File: config.mk
export PLATFORM = sky130hd
export DESIGN_NAME = mema_loader
export DESIGN_NICKNAME = d
export VERILOG_FILES = /design/src/rtl/systolic_pkg.sv /design/src/rtl/cycle_counter.sv /design/src/rtl/mema_loader.sv
export SDC_FILE = /design/constraint.sdc
export NUM_CORES = 1
export LEC_CHECK = 0
export BUFFER_PORTS_ARGS = -buffer_cell sky130_fd_sc_hd__buf_2
export CORE_ASPECT_RATIO = 1.5
export CORE_MARGIN = 4
export CORE_UTILIZATION = 32
export DETAILED_ROUTE_END_ITERATION = 10
export PLACE_DENSITY_LB_ADDON = 0.3
export SYNTH_ARGS = -nofsm -noshare
export SYNTH_HDL_FRONTEND = slang
export SYNTH_SLANG_ARGS = --single-unit
export TNS_END_PERCENT = 5
File: constraint.sdc
create_clock -name clk -period 2.5 [get_ports clk]
set_clock_uncertainty 0.2 [all_clocks]
set_input_delay 0.375 -clock clk [delete_from_list [all_inputs] [get_ports clk]]
set_output_delay 0.375 -clock clk [all_outputs]
set_load 0.05 [all_outputs]
File: src/rtl/systolic_pkg.sv
// Shared types and sizing helpers for the systolic-array control blocks.
package systolic_pkg;

  typedef enum logic [1:0] {
    ST_IDLE = 2'd0,
    ST_LOAD = 2'd1,
    ST_RUN  = 2'd2,
    ST_DONE = 2'd3
  } state_e;

  // Shift cycles needed to push a DIM x DIM operand fully through the array.
  function automatic int run_cycles(input int dim);
    return 3 * dim - 2;
  endfunction

endpackage

File: src/rtl/cycle_counter.sv
// Up-counter with enable, synchronous clear (dominant) and terminal-count flag.
module cycle_counter #(
  parameter int          W  = 4,
  parameter int unsigned TC = 15
) (
  input  logic         clk,
  input  logic         rst_n,
  input  logic         clr_i,
  input  logic         en_i,
  output logic [W-1:0] cnt_o,
  output logic         tc_o
);

  logic [W-1:0] cnt_q, cnt_d;

  always_comb begin
    cnt_d = cnt_q;
    if (clr_i)     cnt_d = '0;
    else if (en_i) cnt_d = cnt_q + 1'b1;
  end

  always_ff @(posedge clk or negedge rst_n) begin
    if (!rst_n) cnt_q <= '0;
    else        cnt_q <= cnt_d;
  end

  assign cnt_o = cnt_q;
  assign tc_o  = (cnt_q == W'(TC));

endmodule

File: src/rtl/mema_loader.sv
// Loads DIM rows into the A memory, then drives RUN_CYCLES shift enables.
// Optional abort input is enabled by defining MEMA_LOADER_ABORT_EN.
module mema_loader
  import systolic_pkg::*;
#(
  parameter int BITS_AB = 8,
  parameter int DIM     = 8
) (
  input  logic                                 clk,
  input  logic                                 rst_n,
  input  logic                                 start,
  input  logic                                 in_valid,
  output logic                                 in_ready,
  input  logic signed [DIM-1:0][BITS_AB-1:0]   in_row,
  input  logic                                 stall,
  output logic                                 WrEn,
  output logic        [$clog2(DIM)-1:0]        Arow,
  output logic signed [DIM-1:0][BITS_AB-1:0]   Ain,
  output logic                                 en,
  output logic                                 busy,
  output logic                                 done
`ifdef MEMA_LOADER_ABORT_EN
  ,
  input  logic                                 abort
`endif
);

  localparam int RUN_CYCLES = run_cycles(DIM);
  localparam int ROW_W      = $clog2(DIM);
  localparam int RUN_W      = $clog2(RUN_CYCLES);

  state_e state_q, state_d;

  logic             row_clr, row_inc, row_tc;
  logic             run_clr, run_inc, run_tc;
  logic [ROW_W-1:0] row_cnt;
  logic [RUN_W-1:0] run_cnt;
  logic             abort_req;

`ifdef MEMA_LOADER_ABORT_EN
  assign abort_req = abort && (state_q != ST_IDLE);
`else
  assign abort_req = 1'b0;
`endif

  cycle_counter #(.W(ROW_W), .TC(DIM - 1)) u_row_cnt (
    .clk   (clk),
    .rst_n (rst_n),
    .clr_i (row_clr),
    .en_i  (row_inc),
    .cnt_o (row_cnt),
    .tc_o  (row_tc)
  );

  cycle_counter #(.W(RUN_W), .TC(RUN_CYCLES - 1)) u_run_cnt (
    .clk   (clk),
    .rst_n (rst_n),
    .clr_i (run_clr),
    .en_i  (run_inc),
    .cnt_o (run_cnt),
    .tc_o  (run_tc)
  );

  // Counters are cleared on their final step so they idle at zero.
  always_comb begin
    state_d  = state_q;
    row_clr  = 1'b0;
    row_inc  = 1'b0;
    run_clr  = 1'b0;
    run_inc  = 1'b0;
    in_ready = 1'b0;
    WrEn     = 1'b0;
    en       = 1'b0;
    done     = 1'b0;
    unique case (state_q)
      ST_IDLE: begin
        if (start) begin
          state_d = ST_LOAD;
          row_clr = 1'b1;
          run_clr = 1'b1;
        end
      end
      ST_LOAD: begin
        in_ready = 1'b1;
        WrEn     = in_valid;
        if (in_valid) begin
          if (row_tc) begin
            state_d = ST_RUN;
            row_clr = 1'b1;
            run_clr = 1'b1;
          end else begin
            row_inc = 1'b1;
          end
        end
      end
      ST_RUN: begin
        en = !stall;
        if (!stall) begin
          if (run_tc) begin
            state_d = ST_DONE;
            run_clr = 1'b1;
          end else begin
            run_inc = 1'b1;
          end
        end
      end
      ST_DONE: begin
        done    = 1'b1;
        state_d = ST_IDLE;
      end
      default: state_d = ST_IDLE;
    endcase
    if (abort_req) begin
      state_d = ST_IDLE;
      row_clr = 1'b1;
      run_clr = 1'b1;
      done    = 1'b0;
    end
  end

  always_ff @(posedge clk or negedge rst_n) begin
    if (!rst_n) state_q <= ST_IDLE;
    else        state_q <= state_d;
  end

  assign busy = (state_q != ST_IDLE);
  assign Arow = row_cnt;
  assign Ain  = (state_q == ST_LOAD) ? in_row : '0;

  logic unused_run;
  assign unused_run = ^run_cnt;

endmodule

# Word level (Yosys, flattened, before mapping)
# Index checks and enable logic that the tools add are counted.
# W data, S select, Z words.
[word_totals]
inputBits = 69
regBits = 10
word_cells = 49
[classes]
mux = 28
reduce_logical = 6
addsub = 2
eq_ne = 10
[op_table]
columns = ["op", "count"]
rows = [
  ["$mux W64", 1],
  ["$mux W1", 15],
  ["$mux W2", 5],
  ["$mux W5", 2],
  ["$ne A2 B2 Y1 const B", 5],
  ["$pmux W2 S4", 1],
  ["$mux W3", 2],
  ["$reduce_bool A2 Y1", 3],
  ["$add A5 B1 Y5 const B", 1],
  ["$eq A5 B5 Y1 const B", 1],
  ["$reduce_and A5 Y1", 1],
  ["$eq A2 B2 Y1 const B", 2],
  ["$add A3 B1 Y3 const B", 1],
  ["$eq A3 B3 Y1 const B", 1],
  ["$pmux W1 S3", 1],
  ["$eq A2 B1 Y1 const B", 1],
  ["$logic_not A2 Y1", 1],
  ["$pmux W1 S2", 1],
  ["$logic_not A1 Y1", 1],
]

# Depth between registers and ports, before layout
# Gate-level depths: netlist of the first run.
[depth]
ltp_word = 6
mapped_depth = 6
ltp_nobuf = 6

# Hierarchy
# A second synthesis of the first run with hierarchy kept.
[unflattened]
cells_unflattened = 132
area_unflattened_um2 = 1091.0
[by_module_without_submodules]
columns = ["module", "cells_each", "instances", "area_each_um2", "seq_area_each_um2"]
rows = [
  ["mema_loader", 96, 1, 670.6, 50.0],
  ["cycle_counter at u_run_cnt", 25, 1, 280.3, 125.1],
  ["cycle_counter at u_row_cnt", 11, 1, 140.1, 75.1],
]

# Worst setup path after synthesis of the first run
# No wires, ideal clock.
[synth_timing]
path_kind = "register -> output"
startpoint = "reg state_q[1]"
endpoint = "out Ain[13] in the netlist's numbering"
arrival_ns = 1.923
stages_incl_launch_ff = 6
n_path_buf = 2
t_required_ns = 1.925
slack_ns = 0.002
cell_sequence = "dfrtp_1 > inv_1 > ha_1 > clkbuf_1 > clkbuf_1 > and2_1"
[synth_rtl]
columns = ["element", "line", "rtl"]
rows = [
  ["start, declared", "mema_loader.sv:32", "state_e state_q, state_d;"],
  ["start signal, assigned", "mema_loader.sv:123", "else state_q <= state_d;"],
  ["end, declared", "mema_loader.sv:18", "output logic signed [DIM-1:0][BITS_AB-1:0] Ain,"],
]

==> flow_summary_export.csv, run 1 <==
group,metric,value,unit
run_status,status,"finished clean",
routing,route.detailed.drc,0,
setup_path,critPathLaunchType,"register",
grt,grt_max_degree,54,
routing,wirelength,4.71,mm
setup_path,critPathKind,"register to output port",
setup_path,path_cells,"inv_1, ha_1, buf_4, and2_1, buf_2",
clocking,cts_tree,"built",
timing,min_period,2.27,ns
routing,avgViaCountPerCell,4.60,
power_and_ir_drop,peakVddDrop,741,uV
timing,whs,0.327,ns
synthesis,synthTopCellsByArea,"and2_1 (38%), dfrtp_1 (23%), ha_1 (9.2%), a2111oi_4 (2.5%), clkbuf_1 (2.4%)",
setup_path,arrival,1.69,ns
timing,setup_viol,0,
placed_design,portBuffers,140,
synthesis,yosysWarnings,0,
placed_design,hpwlAfterDp,3.96,mm
setup_path,max_stage_delay,0.41,ns
synthesis,synth_area,1090,um^2
floorplan,die_y,79.4,um
synthesis,syn_area_per_cell,8.30,um^2
clocking,path_clk_slew,0.05,ns
grt,grtUsageTotal,20.8,%
flow_run,drv_cap,0,
setup_path,path_max_fanout,53,
grt,grt_pass1_wl,7.28,mm
setup_path,endpoint_kind,"output port",
clocking,numCtsBuffers,3,
routing,wire_per_inst,15.1,um
finish,fin_nets,349,
setup_path,slowest_stage,"dfrtp_1",
floorplan,core,3220,um^2
finish,drive_gt1_share,55.0,%
timing,hold_viol,0,
timing,worst_pin_slew,0.338,ns
timing,fmax,0.441,GHz
synthesis,yosysSeqAreaShare,23.0,%
clocking,clockBufferDepth,2,
timing,finalCritPeriodShare,90.6,%
grt,overflow,0,
synthesis,synth_cells,131,
clocking,clock_latency,0.24,ns
timing,slew_headroom,77.4,%
finish,final_common_cell,"buf_2",
finish,fillers,317,
placed_design,place.gp.congestion,0.894,
synthesis,synthArstFlopShare,100,%
setup_path,cp.required,1.92,ns
clocking,cts_setup_buffers,0,
floorplan,die_area,4410,um^2
floorplan,num_rows,25,
synthesis,synth_seq_cells,10,
floorplan,die_w,55.6,um
synthesis,synth_edf_count,0,
routing,drt_iter0_drc,63,
clocking,htree_num_levels,1,
synthesis,ys_types,29,
power_and_ir_drop,p_leak,1.23,nW
finish,final_cell_mix,"buf_2 (140), and2_1 (66), dfrtp_1 (10)",
routing,route.vias.total,1436,
clocking,clock_sinks,10,
worst_hold_path,hold_class,"input port to async pin",
routing,drt_pass1_iterations,4,
synthesis,ys.flop_type,"dfrtp_1",
timing,finalMaxSlewViolations,0,
power_and_ir_drop,powerDensity,1360,nW/um^2
grt,antenna_found_initial,0,
synthesis,netlist.area_leader.share,38.0,%
floorplan,start_util,33.7,%
routing,drtAntennaViolNets,0,
clocking,cts_root_buf,"clkbuf_8",
floorplan,ios,141,
synthesis,syn_nets,208,
timing,rsz0062_at_grt,"false",
finish,areaGrowthSynthToFinish,74.2,%
synthesis,synth_top_area_cell,"and2_1",
timing,setup-tns-final,0,ns
grt,grt_pass1_vias,1518,
[flip-flops by register name, summed over array words and instances, names as in the netlist]
name	count
state_q	2
u_row_cnt.cnt_o	3
u_run_cnt.cnt_o	5
[synth_stat cells, types with 2 or more instances]
| cell | instances |
|---|---|
| a21oi_1 | 3 |
| o21ai_0 | 2 |
| nor2_1 | 3 |
| a22oi_1 | 2 |
| ha_1 | 8 |
| nand3_1 | 2 |
| and2_1 | 66 |
| mux2i_1 | 2 |
| dfrtp_1 | 10 |
| a211oi_1 | 3 |
| clkbuf_1 | 7 |
| and3_1 | 2 |
| inv_1 | 5 |
[power breakdown]
group / total (mW) / switching, mW / leakage (nW) / internal [mW]
clock: 0.210 / 0.0713 / 0.0288 / 0.139
sequential: 0.291 / 0.0704 / 0.130 / 0.221
combinational: 2.07 / 1.54 / 1.07 / 0.530
total: 2.57 / 1.68 / 1.23 / 0.890
[cell type report]
cell class	instances	area, um^2	area share, %
Antenna cell	1	2.50	0.132
Clock buffer	4	55.1	2.91
Inverter	6	22.5	1.19
Timing Repair Buffer	143	726	38.3
Sequential cell	10	250	13.2
Multi-Input combinational cell	108	788	41.6
Tap cell	40	50.0	2.64
[logic make-up (layout without fill, tap and decap cells)]
kind of cell	after synthesis	after routing	share of synthesized area, %
adder cells (fa/ha/maj)	8	8	9.21
flip-flops	10	10	23.0
multiplexers	3	3	2.88
buffers and inverters	13	153	4.49
AO/OA/AOI/OAI	16	16	12.2
XOR/XNOR	1	1	0.806
AND/OR/NAND/NOR	80	80	47.4
other	0	1	0
[what timing repair did]
item / 4_1_cts / 5_1_grt
hold buffers: 1 / 0
endpoints found under the setup margin: 0 / 0
endpoints found under the hold margin: 10 / 0
resized for setup: 0 / 0
[through the flow]
step	cell area (um^2)	power, mW	cells	worst slack (ns)	util, %
after global placement	1830	2.35	306	0.517	56.7
after detailed placement	1830	2.37	306	0.434	56.7
after CTS	1890	2.59	311	0.227	58.7
after global routing	1890	2.73	311	0.0956	58.7
final	1890	2.57	312	0.234	58.8
after floorplan	1090	1.91	131	0.00205	-
[critical path: cells and delay by family, from the launching register on]
family / cells / cell delay, ns
flops: 1 / 0.41
buf+inv: 3 / 0.68
simple gates: 1 / 0.19
fa+ha+maj: 1 / 0.16
[layer usage]
layer | global-route usage, % | up-vias | routed length [um]
li1 | - | 709 | -
met4 | 8.03 | 0 | 67
met2 | 31.9 | 98 | 2040
met3 | 4.21 | 6 | 546
met1 | 28.5 | 623 | 2060
met5 | 0 | - | 0
[final timing paths]
check | cells past startpoint | slack [ns] | to | startpoint
worst min register to register | 1 | 0.36 | state_q[1] | state_q[1]
min in group clk | 3 | 0.35 | u_row_cnt.cnt_o[1] | start
worst max register to register | 6 | 0.46 | u_run_cnt.cnt_o[2] | state_q[1]
max in group asynchronous | 2 | 1.57 | u_run_cnt.cnt_o[3] | rst_n
worst min-delay path | 2 | 0.33 | state_q[0] | rst_n
worst max-delay path | 5 | 0.23 | Ain[28] | state_q[1]
No activity file was read; power rests on OpenSTA's default activity.
==> run 2, diff against run 1 <==
--- a/config.mk
+++ b/config.mk
@@ -13,5 +13,6 @@
 export PLACE_DENSITY_LB_ADDON = 0.3
 export SYNTH_ARGS = -nofsm -noshare
 export SYNTH_HDL_FRONTEND = slang
+export SYNTH_HIERARCHICAL = 1
 export SYNTH_SLANG_ARGS = --single-unit
 export TNS_END_PERCENT = 5
==> run 2 against run 1 <==
Net effect:
- total power rose by 1.4%
- register-to-register slack got worse by 0.07 ns
- critical path depth did not move
- combinational power rose by 2%
- worst setup slack got worse by 0.058 ns
- fmax fell by 2.5%
- routed wire length fell by 5.5%
- global-route usage fell by 2.2 points
- non-clock buffer count fell by 1
- synthesized cell count rose by 0.76%
- sequential cell count did not move
- sequential power fell by 3%
- critical path type unchanged
- largest cell class unchanged
- highest routed layer unchanged
==> flow_summary_export.csv, run 2 <==
group,metric,value,unit
run_status,status,"finished clean",
placed_design,hpwlAfterDp,3.95,mm
floorplan,die_area,4430,um^2
synthesis,synth_edf_count,0,
clocking,cts_setup_buffers,0,
synthesis,synthMostInstantiatedCell,"and2_1",
power_and_ir_drop,p_clk_share,7.7,%
finish,finalNonFillerCells,311,
floorplan,num_rows,25,
grt,grt_max_degree,65,
power_and_ir_drop,powerDensity,1390,nW/um^2
timing,slew_headroom,66.2,%
finish,final_common_cell,"buf_2",
routing,drtAntennaViolNets,0,
timing,rsz0062_at_grt,"false",
clocking,cts-hold-fix-buffers,1,
floorplan,core,3220,um^2
synthesis,syn_area_per_cell,8.27,um^2
placed_design,portBuffers,140,
placed_design,place_inst,306,
placed_design,post_dp_cell_area,1820,um^2
routing,wire_per_inst,14.3,um
clocking,cts_resized,0,
synthesis,ys.flop_type,"dfrtp_1",
power_and_ir_drop,power_switching,1.70,mW
grt,grt_pass1_vias,1255,
floorplan,die_y,79.5,um
setup_path,endpoint_kind,"output port",
synthesis,netlist.area_leader.share,37.3,%
setup_path,arrival,1.75,ns
power_and_ir_drop,p_int,0.902,mW
synthesis,ys_types,26,
finish,final_cell_mix,"buf_2 (140), and2_1 (65), dfrtp_1 (10)",
synthesis,syn_nets,210,
setup_path,critPathLaunchType,"register",
power_and_ir_drop,peakVddDrop,849,uV
timing,whs,0.335,ns
synthesis,yosysWarnings,6,
placed_design,post-place-ws,0.396,ns
timing,finalCritPeriodShare,93.0,%
finish,areaGrowthSynthToFinish,72.4,%
power_and_ir_drop,pwr-share-seq,10.9,%
timing,fin_ws,0.176,ns
grt,overflow,0,
timing,min_period,2.32,ns
routing,drt_pass1_iterations,4,
synthesis,synth_area,1090,um^2
timing,setup-tns-final,0,ns
clocking,path_clk_slew,0.05,ns
grt,antenna_found_initial,0,
synthesis,yosysSeqAreaShare,22.9,%
finish,finish.utilization,58.4,%
power_and_ir_drop,power.share.switching,65.4,%
power_and_ir_drop,p_comb_share,81.4,%
clocking,clock_latency,0.24,ns
power_and_ir_drop,power,2.61,mW
finish,largest_reg_flops,5,
grt,grt_pass1_wl,6.53,mm
clocking,clock_sinks,10,
synthesis,synthTopCellsByArea,"and2_1 (37%), dfrtp_1 (23%), ha_1 (10%), buf_2 (2.8%), mux2_4 (2.8%)",
grt,grtUsageTotal,18.6,%
clocking,cts_root_buf,"clkbuf_8",
flow_run,drv_cap,0,
synthesis,synth_seq_cells,10,
floorplan,die_w,55.7,um
finish,diodes,0,
placed_design,place.gp.congestion,0.848,
clocking,htree_num_levels,1,
synthesis,synth_commonest_cells,"and2_1 (65), dfrtp_1 (10), ha_1 (9)",
synthesis,synth_top_area_cell,"and2_1",
timing,worst_pin_slew,0.507,ns
setup_path,critPathKind,"register to output port",
finish,fin_nets,350,
floorplan,start_util,33.9,%
worst_hold_path,hold_class,"input port to async pin",
timing,setup_viol,0,
power_and_ir_drop,p_leak,1.19,nW
timing,hold_viol,0,
routing,route.vias.total,1299,
setup_path,path_max_fanout,64,
timing,finalMaxSlewViolations,0,
routing,avgViaCountPerCell,4.18,
routing,wirelength,4.45,mm
finish,finalInstanceArea,1880,um^2
floorplan,ios,141,
clocking,numCtsBuffers,3,
routing,route.detailed.drc,0,
timing,fmax,0.430,GHz
clocking,clockBufferDepth,2,
setup_path,cp.required,1.92,ns
routing,drt_iter0_drc,36,
synthesis,synthArstFlopShare,100,%
clocking,cts_tree,"built",
finish,drive_gt1_share,55.7,%
synthesis,synth_cells,132,
-- run 2: cell count changes after synthesis, sizes merged, moves of 3 or more --
cell    before  now
clkbuf       7    1
buf          0    6
nor2         3    8
a211oi       3    0
-- run 2: power groups by stage --
| stage | clock (mW) | sequential [mW] | combinational (mW) |
|---|---|---|---|
| 2_1_floorplan | 0 | 0.351 | 1.63 |
| 3_3_place_gp | 0 | 0.284 | 2.12 |
| 3_5_place_dp | 0 | 0.287 | 2.13 |
| 4_1_cts | 0.206 | 0.285 | 2.13 |
| 5_1_grt | 0.215 | 0.295 | 2.25 |
| 6_report | 0.201 | 0.283 | 2.12 |
-- run 2: worst paths after layout --
| check | to | cells past startpoint | start | slack, ns |
|---|---|---|---|---|
| max in group asynchronous | u_row_cnt/cnt_o[0] | 2 | rst_n | 1.57 |
| max | Ain[2] | 5 | state_q[1] | 0.18 |
| min reg2reg | state_q[1] | 1 | state_q[1] | 0.35 |
| min in group clk | state_q[1] | 1 | state_q[1] | 0.35 |
| min | state_q[1] | 2 | rst_n | 0.33 |
| max reg2reg | u_run_cnt/cnt_o[3] | 6 | state_q[0] | 0.39 |
-- run 2: area by class of cell --
cell class	instances	area (um^2)
Sequential cell	10	250
Fill cell	334	1340
Clock buffer	4	55.1
Inverter	5	18.8
Multi-Input combinational cell	110	788
Timing Repair Buffer	142	718
Tap cell	40	50.0
-- run 2: critical path, cell delays in order, from the launching register on --
cell and delay [ns]:
dfrtp_1 0.40, inv_1 0.11, ha_1 0.16, buf_4 0.38, and2_1 0.19, buf_2 0.26
-- run 2: cell families after synthesis --
family          count (synthesis)  share of synthesized area [%]
simple gates                   86                           48.4
buf+inv                        12                           4.82
flops                          10                           22.9
fa+ha+maj                       9                           10.3
compound gates                  8                           6.31
mux                             5                           5.62
xor+xnor                        2                           1.61
-- run 2: routing by layer --
metal  wire length, um  global-route usage, %
met3               741                   11.5
met2              2080                   31.8
met4                22                   3.65
met5                 0                      0
met1              1610                   19.5
